$ cat config.mk
export PLATFORM = sky130hd
export DESIGN_NAME = note_judge
export DESIGN_NICKNAME = d
export VERILOG_FILES = /design/src/rtl/note_judge_pkg.sv /design/src/rtl/note_judge_edge.sv /design/src/rtl/note_judge.sv
export SDC_FILE = /design/constraint.sdc
export NUM_CORES = 1
export LEC_CHECK = 0
export BUFFER_PORTS_ARGS = -buffer_cell sky130_fd_sc_hd__buf_2
export CELL_PAD_IN_SITES_DETAIL_PLACEMENT = 0
export CELL_PAD_IN_SITES_GLOBAL_PLACEMENT = 1
export CORE_MARGIN = 4
export CORE_UTILIZATION = 40
export CTS_CLUSTER_SIZE = 10
export DETAILED_ROUTE_END_ITERATION = 6
export GPL_TIMING_DRIVEN = 0
export PLACE_DENSITY = 0.84
export SYNTH_ARGS = -nofsm -noshare
export SYNTH_HDL_FRONTEND = slang
export SYNTH_HIERARCHICAL = 1
export SYNTH_SLANG_ARGS = --single-unit
$ cat constraint.sdc
create_clock -name clk -period 4.4 [get_ports clk]
set_input_delay 0.88 -clock clk [delete_from_list [all_inputs] [get_ports clk]]
set_output_delay 0.88 -clock clk [all_outputs]
set_load 0.02 [all_outputs]
$ cat src/rtl/note_judge_pkg.sv
// note_pkg: lane count, judge states and default timing/points shared with the note sender
package note_pkg;
  localparam int LANES = 5;
  localparam int DEF_WINDOW_CYCLES = 5000000;
  localparam int DEF_HIT_POINTS = 10;
  typedef enum logic [1:0] {IDLE, ARMED, JUDGED} judge_state_t;
endpackage

$ cat src/rtl/note_judge_edge.sv
// lane_edge_detect: registered per-lane rising edge (CMP=0) or nonzero-change event on bit 0 (CMP=1)
module lane_edge_detect #(
  parameter int W = 5,
  parameter bit CMP = 1'b0
) (
  input  logic         clk,
  input  logic         rst,
  input  logic [W-1:0] d,
  output logic [W-1:0] evt
);
  logic [W-1:0] prev;
  always_ff @(posedge clk) prev <= rst ? '0 : d;
  always_comb evt = CMP ? W'((d != prev) && (|d)) : d & ~prev;
endmodule

$ cat src/rtl/note_judge.sv
// note_judge: judges each expected note HIT/MISS within a timed window; NOTE_JUDGE_COMBO_MULT_EN adds a combo score multiplier
module note_judge #(
  parameter int LANES = note_pkg::LANES,
  parameter int WINDOW_CYCLES = note_pkg::DEF_WINDOW_CYCLES,
  parameter int SCORE_W = 16,
  parameter int COMBO_W = 8,
  parameter int HIT_POINTS = note_pkg::DEF_HIT_POINTS
) (
  input  logic               clk,
  input  logic               reset,
  input  logic [LANES-1:0]   exp_notes,
  input  logic [LANES-1:0]   buttons,
  output logic               hit,
  output logic               miss,
  output logic [SCORE_W-1:0] score,
  output logic [COMBO_W-1:0] combo,
  output logic               window_open
);
  import note_pkg::*;
  localparam int CW = WINDOW_CYCLES > 1 ? $clog2(WINDOW_CYCLES) : 1;
  judge_state_t state, state_n;
  logic [LANES-1:0] target, target_n, acc, acc_n, press, note_evt;
  logic [CW-1:0] cnt, cnt_n;
  logic new_note, judge_hit, judge_miss;
  logic [SCORE_W-1:0] points;
  logic [SCORE_W:0] sum;
  lane_edge_detect #(.W(LANES), .CMP(1'b1)) u_note (.clk(clk), .rst(reset), .d(exp_notes), .evt(note_evt));
  lane_edge_detect #(.W(LANES), .CMP(1'b0)) u_btn (.clk(clk), .rst(reset), .d(buttons), .evt(press));
  assign new_note = |note_evt;
`ifdef NOTE_JUDGE_COMBO_MULT_EN
  logic [COMBO_W-1:0] tier;
  logic [2:0] mult;
  always_comb begin
    tier = combo >> 3;
    mult = (tier >= COMBO_W'(3)) ? 3'd4 : 3'(tier) + 3'd1;
    points = SCORE_W'(HIT_POINTS * int'(mult));
  end
`else
  assign points = SCORE_W'(HIT_POINTS);
`endif
  assign sum = {1'b0, score} + {1'b0, points};
  // a press arriving with a new note is judged against that note in the same cycle
  always_comb begin
    state_n = state;
    target_n = target;
    acc_n = acc;
    cnt_n = cnt;
    judge_hit = 1'b0;
    judge_miss = 1'b0;
    if (state == ARMED) begin
      if (new_note) begin
        judge_miss = 1'b1;
        target_n = exp_notes;
        acc_n = press;
        cnt_n = CW'(WINDOW_CYCLES - 1);
      end else if (|(press & ~target)) begin
        judge_miss = 1'b1;
        state_n = JUDGED;
      end else if ((acc | press) == target) begin
        judge_hit = 1'b1;
        state_n = JUDGED;
      end else if (cnt == '0) begin
        judge_miss = 1'b1;
        state_n = JUDGED;
      end else begin
        acc_n = acc | press;
        cnt_n = cnt - 1'b1;
      end
    end else if (new_note) begin
      target_n = exp_notes;
      acc_n = press;
      cnt_n = CW'(WINDOW_CYCLES - 1);
      judge_miss = |(press & ~exp_notes);
      judge_hit = !judge_miss && (press == exp_notes);
      state_n = (judge_miss || judge_hit) ? JUDGED : ARMED;
    end
  end
  always_ff @(posedge clk) begin
    if (reset) begin
      state <= IDLE;
      target <= '0;
      acc <= '0;
      cnt <= '0;
      hit <= 1'b0;
      miss <= 1'b0;
      score <= '0;
      combo <= '0;
      window_open <= 1'b0;
    end else begin
      state <= state_n;
      target <= target_n;
      acc <= acc_n;
      cnt <= cnt_n;
      hit <= judge_hit;
      miss <= judge_miss;
      window_open <= (state_n == ARMED);
      if (judge_hit) begin
        score <= sum[SCORE_W] ? '1 : sum[SCORE_W-1:0];
        combo <= (&combo) ? combo : combo + 1'b1;
      end else if (judge_miss) begin
        combo <= '0;
      end
    end
  end
endmodule

==> results of run 1 <==
==> metrics by stage <==
step                total power, mW  utilization [%]  std cells  hold WS [ps]  worst slack (ps)
CTS                            1.28             47.4        602           463               843
detailed placement            0.826             45.5        586           454               483
global placement              0.823             45.5        586           446               495
floorplan                     0.787                -        440           437              1040
finish                         1.27             47.4        602           462               860
global route                   1.33             47.4        602           492               578
==> area by class of cell <==
| type | count | share of cell area [%] |
|---|---|---|
| repair buffers | 38 | 4.56 |
| clock buffers | 10 | 3.06 |
| plain buffers | 24 | 2.97 |
| inverters | 21 | 1.89 |
| well taps | 108 | 3.24 |
| flip-flops and latches | 72 | 34.6 |
| multi-input cells | 323 | 48.9 |
| clock inverters | 6 | 0.870 |
==> cells by family after synthesis <==
family | count (synthesis) | share of synthesized area (%)
fa+ha+maj | 9 | 3.07
flops | 72 | 39.3
xor+xnor | 10 | 2.39
compound gates | 125 | 22.4
other cells | 1 | 0.102
mux | 1 | 0.307
simple gates | 174 | 26.9
buf+inv | 45 | 5.52
==> critical path: stages <==
cell and delay [ps]:
buf_2 130, or4_1 530, o21ai_1 100, a21oi_1 80
or4_1 570, nor3_1 340, and4_1 270, or2_2 110
buf_2 150, and2_1 130, clkbuf_1 310, a311oi_1 160
==> layout by cell type (no fill, tap or decap), types with 14 or more instances in the layout <==
master / Yosys / layout
inv_1: 21 / 21
o21ai_0: 20 / 20
dfxtp_1: 72 / 72
or4_1: 14 / 14
buf_2: 3 / 41
a21oi_1: 34 / 34
nor2b_1: 18 / 18
nand2_1: 26 / 26
nand3_1: 20 / 20
nor2_1: 31 / 31
==> power by group through the flow <==
stage	clock network, mW	registers (mW)	logic (mW)
floorplan	0	0.702	0.0850
global placement	0	0.701	0.122
detailed placement	0	0.702	0.124
CTS	0.473	0.687	0.125
global route	0.500	0.690	0.140
finish	0.457	0.687	0.125
==> path summary, 6_finish.rpt <==
kind                                   from                     to  cells past startpoint
hold reg to reg        cnt[12]$_SDFFE_PP0P_   cnt[12]$_SDFFE_PP0P_                      2
hold / removal         cnt[12]$_SDFFE_PP0P_   cnt[12]$_SDFFE_PP0P_                      2
setup / recovery               exp_notes[0]  score[5]$_SDFFE_PP0P_                     12
setup reg to reg  u_note/prev[0]$_SDFF_PP0_  score[5]$_SDFFE_PP0P_                     12
==> state kept, by name, indices dropped and copies added (netlist names), 2 cells and up <==
| name | count |
|---|---|
| u_note/prev | 5 |
| combo | 8 |
| target | 5 |
| state | 2 |
| cnt | 23 |
| acc | 5 |
| u_btn/prev | 5 |
| score | 16 |
==> per-layer routing <==
metal	vias to the layer above	GRT usage [%]
li1	1729	-
met1	1613	22.2
met2	67	27.1
met3	12	3.73
met4	0	6.84
met5	-	0
==> results.json, run 1 <==
{
  "status": "finished clean",
  "maxCapViolCount": 0,
  "start_util_pct": 41.7,
  "area.growth.synth_to_final_pct": 13.6,
  "routed_wl_um": 9170,
  "syn_inst": 437,
  "die_area_mm2": 0.0108,
  "netlist_area_mm2": 0.00367,
  "postCtsSetupBuffers": 0,
  "dpl_cell_area_mm2": 0.00401,
  "ios": 39,
  "synth_edf_count": 0,
  "yosys.area.top_type": "dfxtp_1",
  "synth_area_per_cell_um2": 8.40,
  "seqCellArea_mm2": 0.00144,
  "num_vias": 3421,
  "rsz0062_at_grt": "false",
  "yosysMostFrequentCell": "dfxtp_1",
  "dp_hpwl_um": 6490,
  "synth_cell_types": 60,
  "portBuffers": 38,
  "drive_above_1_share_pct": 17.0,
  "dr.pass1.iters": 5,
  "cts-hold-fix-buffers": 0,
  "synth_top_area_share_pct": 39.3,
  "ant_nets": 0,
  "synthArstFlopShare_pct": 0,
  "ys_ff_latch": 72,
  "min_period_over_period_pct": 80.5,
  "rows": 34,
  "die_x_um": 104,
  "fmax_mhz": 282,
  "routed-wl-met2_um": 4130,
  "cts_tree": "built",
  "p_per_area_mw_per_mm2": 304,
  "ys_warn_count": 6,
  "drt_iter0_drc": 153,
  "p_comb_share_pct": 9.8,
  "grt_overflow": 0,
  "vias_per_cell": 5.68,
  "grt_max_degree": 13,
  "arrival_ps": 3760,
  "startpoint_type": "input pin",
  "core_area_mm2": 0.00881,
  "worst-slew-pin-transition_ps": 681,
  "yosys-top-cells-count": "72 x dfxtp_1, 34 x a21oi_1, 31 x nor2_1, 26 x nand2_1, 21 x inv_1",
  "setup_viol": 0,
  "ir_drop_mv": 0.169,
  "pwr-share-seq_pct": 54.1,
  "finalCriticalPeriod_ps": 3540,
  "maxSlewHeadroom_pct": 54.2,
  "cts-root-buf": "clkbuf_8",
  "antenna_found_initial": 0,
  "clk_latency_ps": 350,
  "clk_pin_slew_ps": 80,
  "grt_pass1_wl_um": 15200,
  "drcViolationCount": 0,
  "routedLengthMet1_um": 4490,
  "top_layer_used": "met4",
  "clkPwrFrac_pct": 36.0,
  "setup_tns_ps": 0,
  "grt_use_total_pct": 17.0,
  "swShare_pct": 27.3,
  "multi_input_area_mm2": 0.00204,
  "synthFlopType": "dfxtp_1",
  "cts_sinks": 72,
  "clock_skew_ps": 10.9,
  "die_y_um": 104,
  "cts-resized-gates": 0,
  "path_max_fanout": 8,
  "criticalPathCategory": "in2reg",
  "h-tree-depth": 3,
  "wl_per_cell_um": 15.2,
  "nets": 510,
  "grt_pass1_vias": 3192,
  "drv_slew": 0,
  "wl_met3_um": 435,
  "seq_area_frac_synth_pct": 39.3,
  "hold_violations": 0,
  "n_fill_cell": 897,
  "final_area_mm2": 0.00417,
  "synth_area_leaders": "dfxtp_1 39%, a21oi_1 4.6%, nor2_1 3.2%",
  "place.gp.congestion": 0.855,
  "endpoint_kind": "flop",
  "leakagePower_nw": 1.59,
  "r2r_slack_ps": 1380,
  "cts_made_buffers": 9,
  "power_switching_mw": 0.347,
  "worst_ep_required_time_ps": 4610,
  "intPower_mw": 0.923,
  "worstHoldPathType": "reg2reg",
  "clockBufferDepth": 2,
  "antenna_cells": 0
}
No activity file was read; power rests on OpenSTA's default activity.
==> inputs of run 2 (changes only) <==
--- a/config.mk
+++ b/config.mk
@@ -5,15 +5,16 @@
 export SDC_FILE = /design/constraint.sdc
 export NUM_CORES = 1
 export LEC_CHECK = 0
+export ABC_AREA = 1
 export BUFFER_PORTS_ARGS = -buffer_cell sky130_fd_sc_hd__buf_2
 export CELL_PAD_IN_SITES_DETAIL_PLACEMENT = 0
 export CELL_PAD_IN_SITES_GLOBAL_PLACEMENT = 1
 export CORE_MARGIN = 4
-export CORE_UTILIZATION = 40
+export CORE_UTILIZATION = 38
 export CTS_CLUSTER_SIZE = 10
 export DETAILED_ROUTE_END_ITERATION = 6
 export GPL_TIMING_DRIVEN = 0
-export PLACE_DENSITY = 0.84
+export PLACE_DENSITY = 0.87
 export SYNTH_ARGS = -nofsm -noshare
 export SYNTH_HDL_FRONTEND = slang
 export SYNTH_HIERARCHICAL = 1
==> constraint.sdc (replaced) <==
create_clock -name clk -period 3.1 [get_ports clk]
set_input_delay 0.62 -clock clk [delete_from_list [all_inputs] [get_ports clk]]
set_output_delay 0.62 -clock clk [all_outputs]
set_load 0.02 [all_outputs]
==> results.json, run 2 <==
{
  "rows": 37,
  "h-tree-depth": 3,
  "dr.pass1.iters": 5,
  "cts_tree": "built",
  "place.gp.congestion": 0.926,
  "die_x_um": 113,
  "n_fill_cell": 1125,
  "ir_drop_mv": 0.230,
  "drt_iter0_drc": 142,
  "ys_warn_count": 6,
  "synthFlopType": "dfxtp_1",
  "ios": 39,
  "yosysMostFrequentCell": "nand2_1",
  "start_util_pct": 39.7,
  "synthArstFlopShare_pct": 0,
  "startpoint_type": "input pin",
  "drcViolationCount": 0,
  "multi_input_area_mm2": 0.00235,
  "min_delay_path_depth": 2,
  "ant_nets": 0,
  "drv_slew": 0,
  "area.growth.synth_to_final_pct": 14.2,
  "final_cell_mix": "177 x nand2_1, 86 x nor2_1, 72 x dfxtp_1, 56 x inv_1, 46 x a21oi_1",
  "path_max_fanout": 10,
  "synth_area_leaders": "dfxtp_1 35%, nand2_1 16%, nor2_1 7.8%",
  "portBuffers": 38,
  "maxCapViolCount": 0,
  "fmax_mhz": 438,
  "cts-resized-gates": 0,
  "grt_pass1_wl_um": 18300,
  "final_area_mm2": 0.00474,
  "drive_above_1_share_pct": 14.5,
  "grt_pass1_vias": 3941,
  "finalCriticalPeriod_ps": 2280,
  "r2r_cells": 17,
  "synth_top_area_share_pct": 34.7,
  "cts-hold-fix-buffers": 0,
  "worst-slew-pin-transition_ps": 665,
  "maxSlewHeadroom_pct": 55.6,
  "status": "finished clean",
  "min_period_over_period_pct": 73.7,
  "setup_tns_ps": 0,
  "synth_edf_count": 0,
  "clock_skew_ps": 7.12,
  "hold_violations": 0,
  "netlist_area_mm2": 0.00415,
  "rsz0062_at_grt": "false",
  "cts_sinks": 72,
  "arrival_ps": 2580,
  "synth_area_per_cell_um2": 6.61,
  "seqCellArea_mm2": 0.00144,
  "worst_ep_required_time_ps": 3390,
  "largest_reg_flops": 23,
  "fin_ws_ps": 816,
  "routed_wl_um": 10500,
  "vias_per_cell": 4.93,
  "cts-root-buf": "clkbuf_8",
  "layout_commonest_cell": "nand2_1",
  "cts_made_buffers": 9,
  "place_ws_ps": 434,
  "clk_pin_slew_ps": 80,
  "dp_hpwl_um": 7910,
  "clk_latency_ps": 360,
  "wl_per_cell_um": 12.8,
  "die_area_mm2": 0.0127,
  "dpl_cell_area_mm2": 0.00452,
  "leakagePower_nw": 2.09,
  "yosys.area.top_type": "dfxtp_1",
  "num_vias": 4044,
  "core_area_mm2": 0.0105,
  "p_per_area_mw_per_mm2": 426,
  "worstHoldPathType": "reg2reg",
  "ys_ff_latch": 72,
  "endpoint_kind": "flop",
  "syn_inst": 628,
  "grt_overflow": 0,
  "setup_viol": 0,
  "nets": 701,
  "postCtsSetupBuffers": 0,
  "die_y_um": 113,
  "seq_area_frac_synth_pct": 34.7,
  "clockBufferDepth": 2,
  "largestRegisters": "cnt x23, score x16, combo x8",
  "yosys-top-cells-count": "177 x nand2_1, 86 x nor2_1, 72 x dfxtp_1, 56 x inv_1, 46 x a21oi_1",
  "top_register": "cnt",
  "criticalPathCategory": "in2reg",
  "grt_max_degree": 16,
  "synth_cell_types": 40,
  "grt_use_total_pct": 17.4,
  "antenna_found_initial": 0,
  "antenna_cells": 0
}
run 2: cell count changes after synthesis, moves of 15 or more:
cell / change
nand3_1: +15
nand2_1: +151
nor2_1: +55
inv_1: +35
nand4_1: +15
nor2b_1: -18
run 2: kinds of logic (layout without fill, tap and decap cells):
| logic type | after synthesis | count (layout) | synth area share, % |
|---|---|---|---|
| and+or+nand+nor | 354 | 354 | 37.1 |
| AOI/OAI and AO/OA | 85 | 85 | 11.7 |
| buffers and inverters | 84 | 138 | 8.92 |
| DFF | 72 | 72 | 34.7 |
| xor gates and xnor gates | 23 | 23 | 4.85 |
| adders and majority gates | 9 | 9 | 2.71 |
| other | 1 | 4 | 0.0903 |
run 2: worst max-delay path, stage by stage:
cell	delay [ps]
buf_2	110
inv_1	50
nand2_1	50
nand2_1	50
nor2_1	100
nand3_1	80
nand2_1	70
inv_1	40
inv_1	40
nand2_1	40
nor2_1	80
nand2_1	140
inv_2	210
nand4_1	160
nand2_1	210
buf_2	260
o21ai_0	110
a21oi_1	140
run 2: report_power, final:
group / internal, mW / total (mW) / leakage [nW] / switching (mW)
logic: 0.0667 / 0.204 / 1.39 / 0.138
registers: 0.955 / 0.975 / 0.591 / 0.0209
clock network: 0.453 / 0.840 / 0.106 / 0.387
total: 1.47 / 2.02 / 2.09 / 0.545
run 2: final timing paths:
| path | startpoint | endpoint | slack [ps] |
|---|---|---|---|
| setup / recovery | exp_notes[3] | score[8]$_SDFFE_PP0P_ | 820 |
| hold / removal | acc[3]$_SDFFE_PP0P_ | acc[3]$_SDFFE_PP0P_ | 470 |
| setup reg to reg | u_note/prev[0]$_SDFF_PP0_ | score[8]$_SDFFE_PP0P_ | 880 |
| hold reg to reg | acc[3]$_SDFFE_PP0P_ | acc[3]$_SDFFE_PP0P_ | 470 |
run 2: area by class of cell:
type,count,area share [%]
Buffer,24,3.06
Clock buffer,9,2.61
Clock inverter,7,1.98
Inverter,60,4.75
Multi-Input combinational cell,475,49.6
Sequential cell,72,30.4
Tap cell,136,3.59
Timing Repair Buffer,38,4.01
run 2: per-stage QoR:
stage / hold slack [ps] / total power, mW / utilization, % / cells
after floorplan: 444 / 1.14 / - / 631
final: 472 / 2.02 / 45.3 / 821
after CTS: 461 / 2.04 / 45.3 / 821
after global routing: 482 / 2.11 / 45.3 / 821
after detailed placement: 461 / 1.20 / 43.2 / 805
after global placement: 455 / 1.20 / 43.2 / 805
run 2: metal layers:
metal	vias to the layer above	GRT usage, %	routed length [µm]	share of wire (%)
li1	2116	-	-	-
met1	1844	23.3	5120	49
met2	64	27.9	4810	46
met3	20	2.91	324	3.1
met4	0	7.05	269	2.6
met5	-	0	0	0
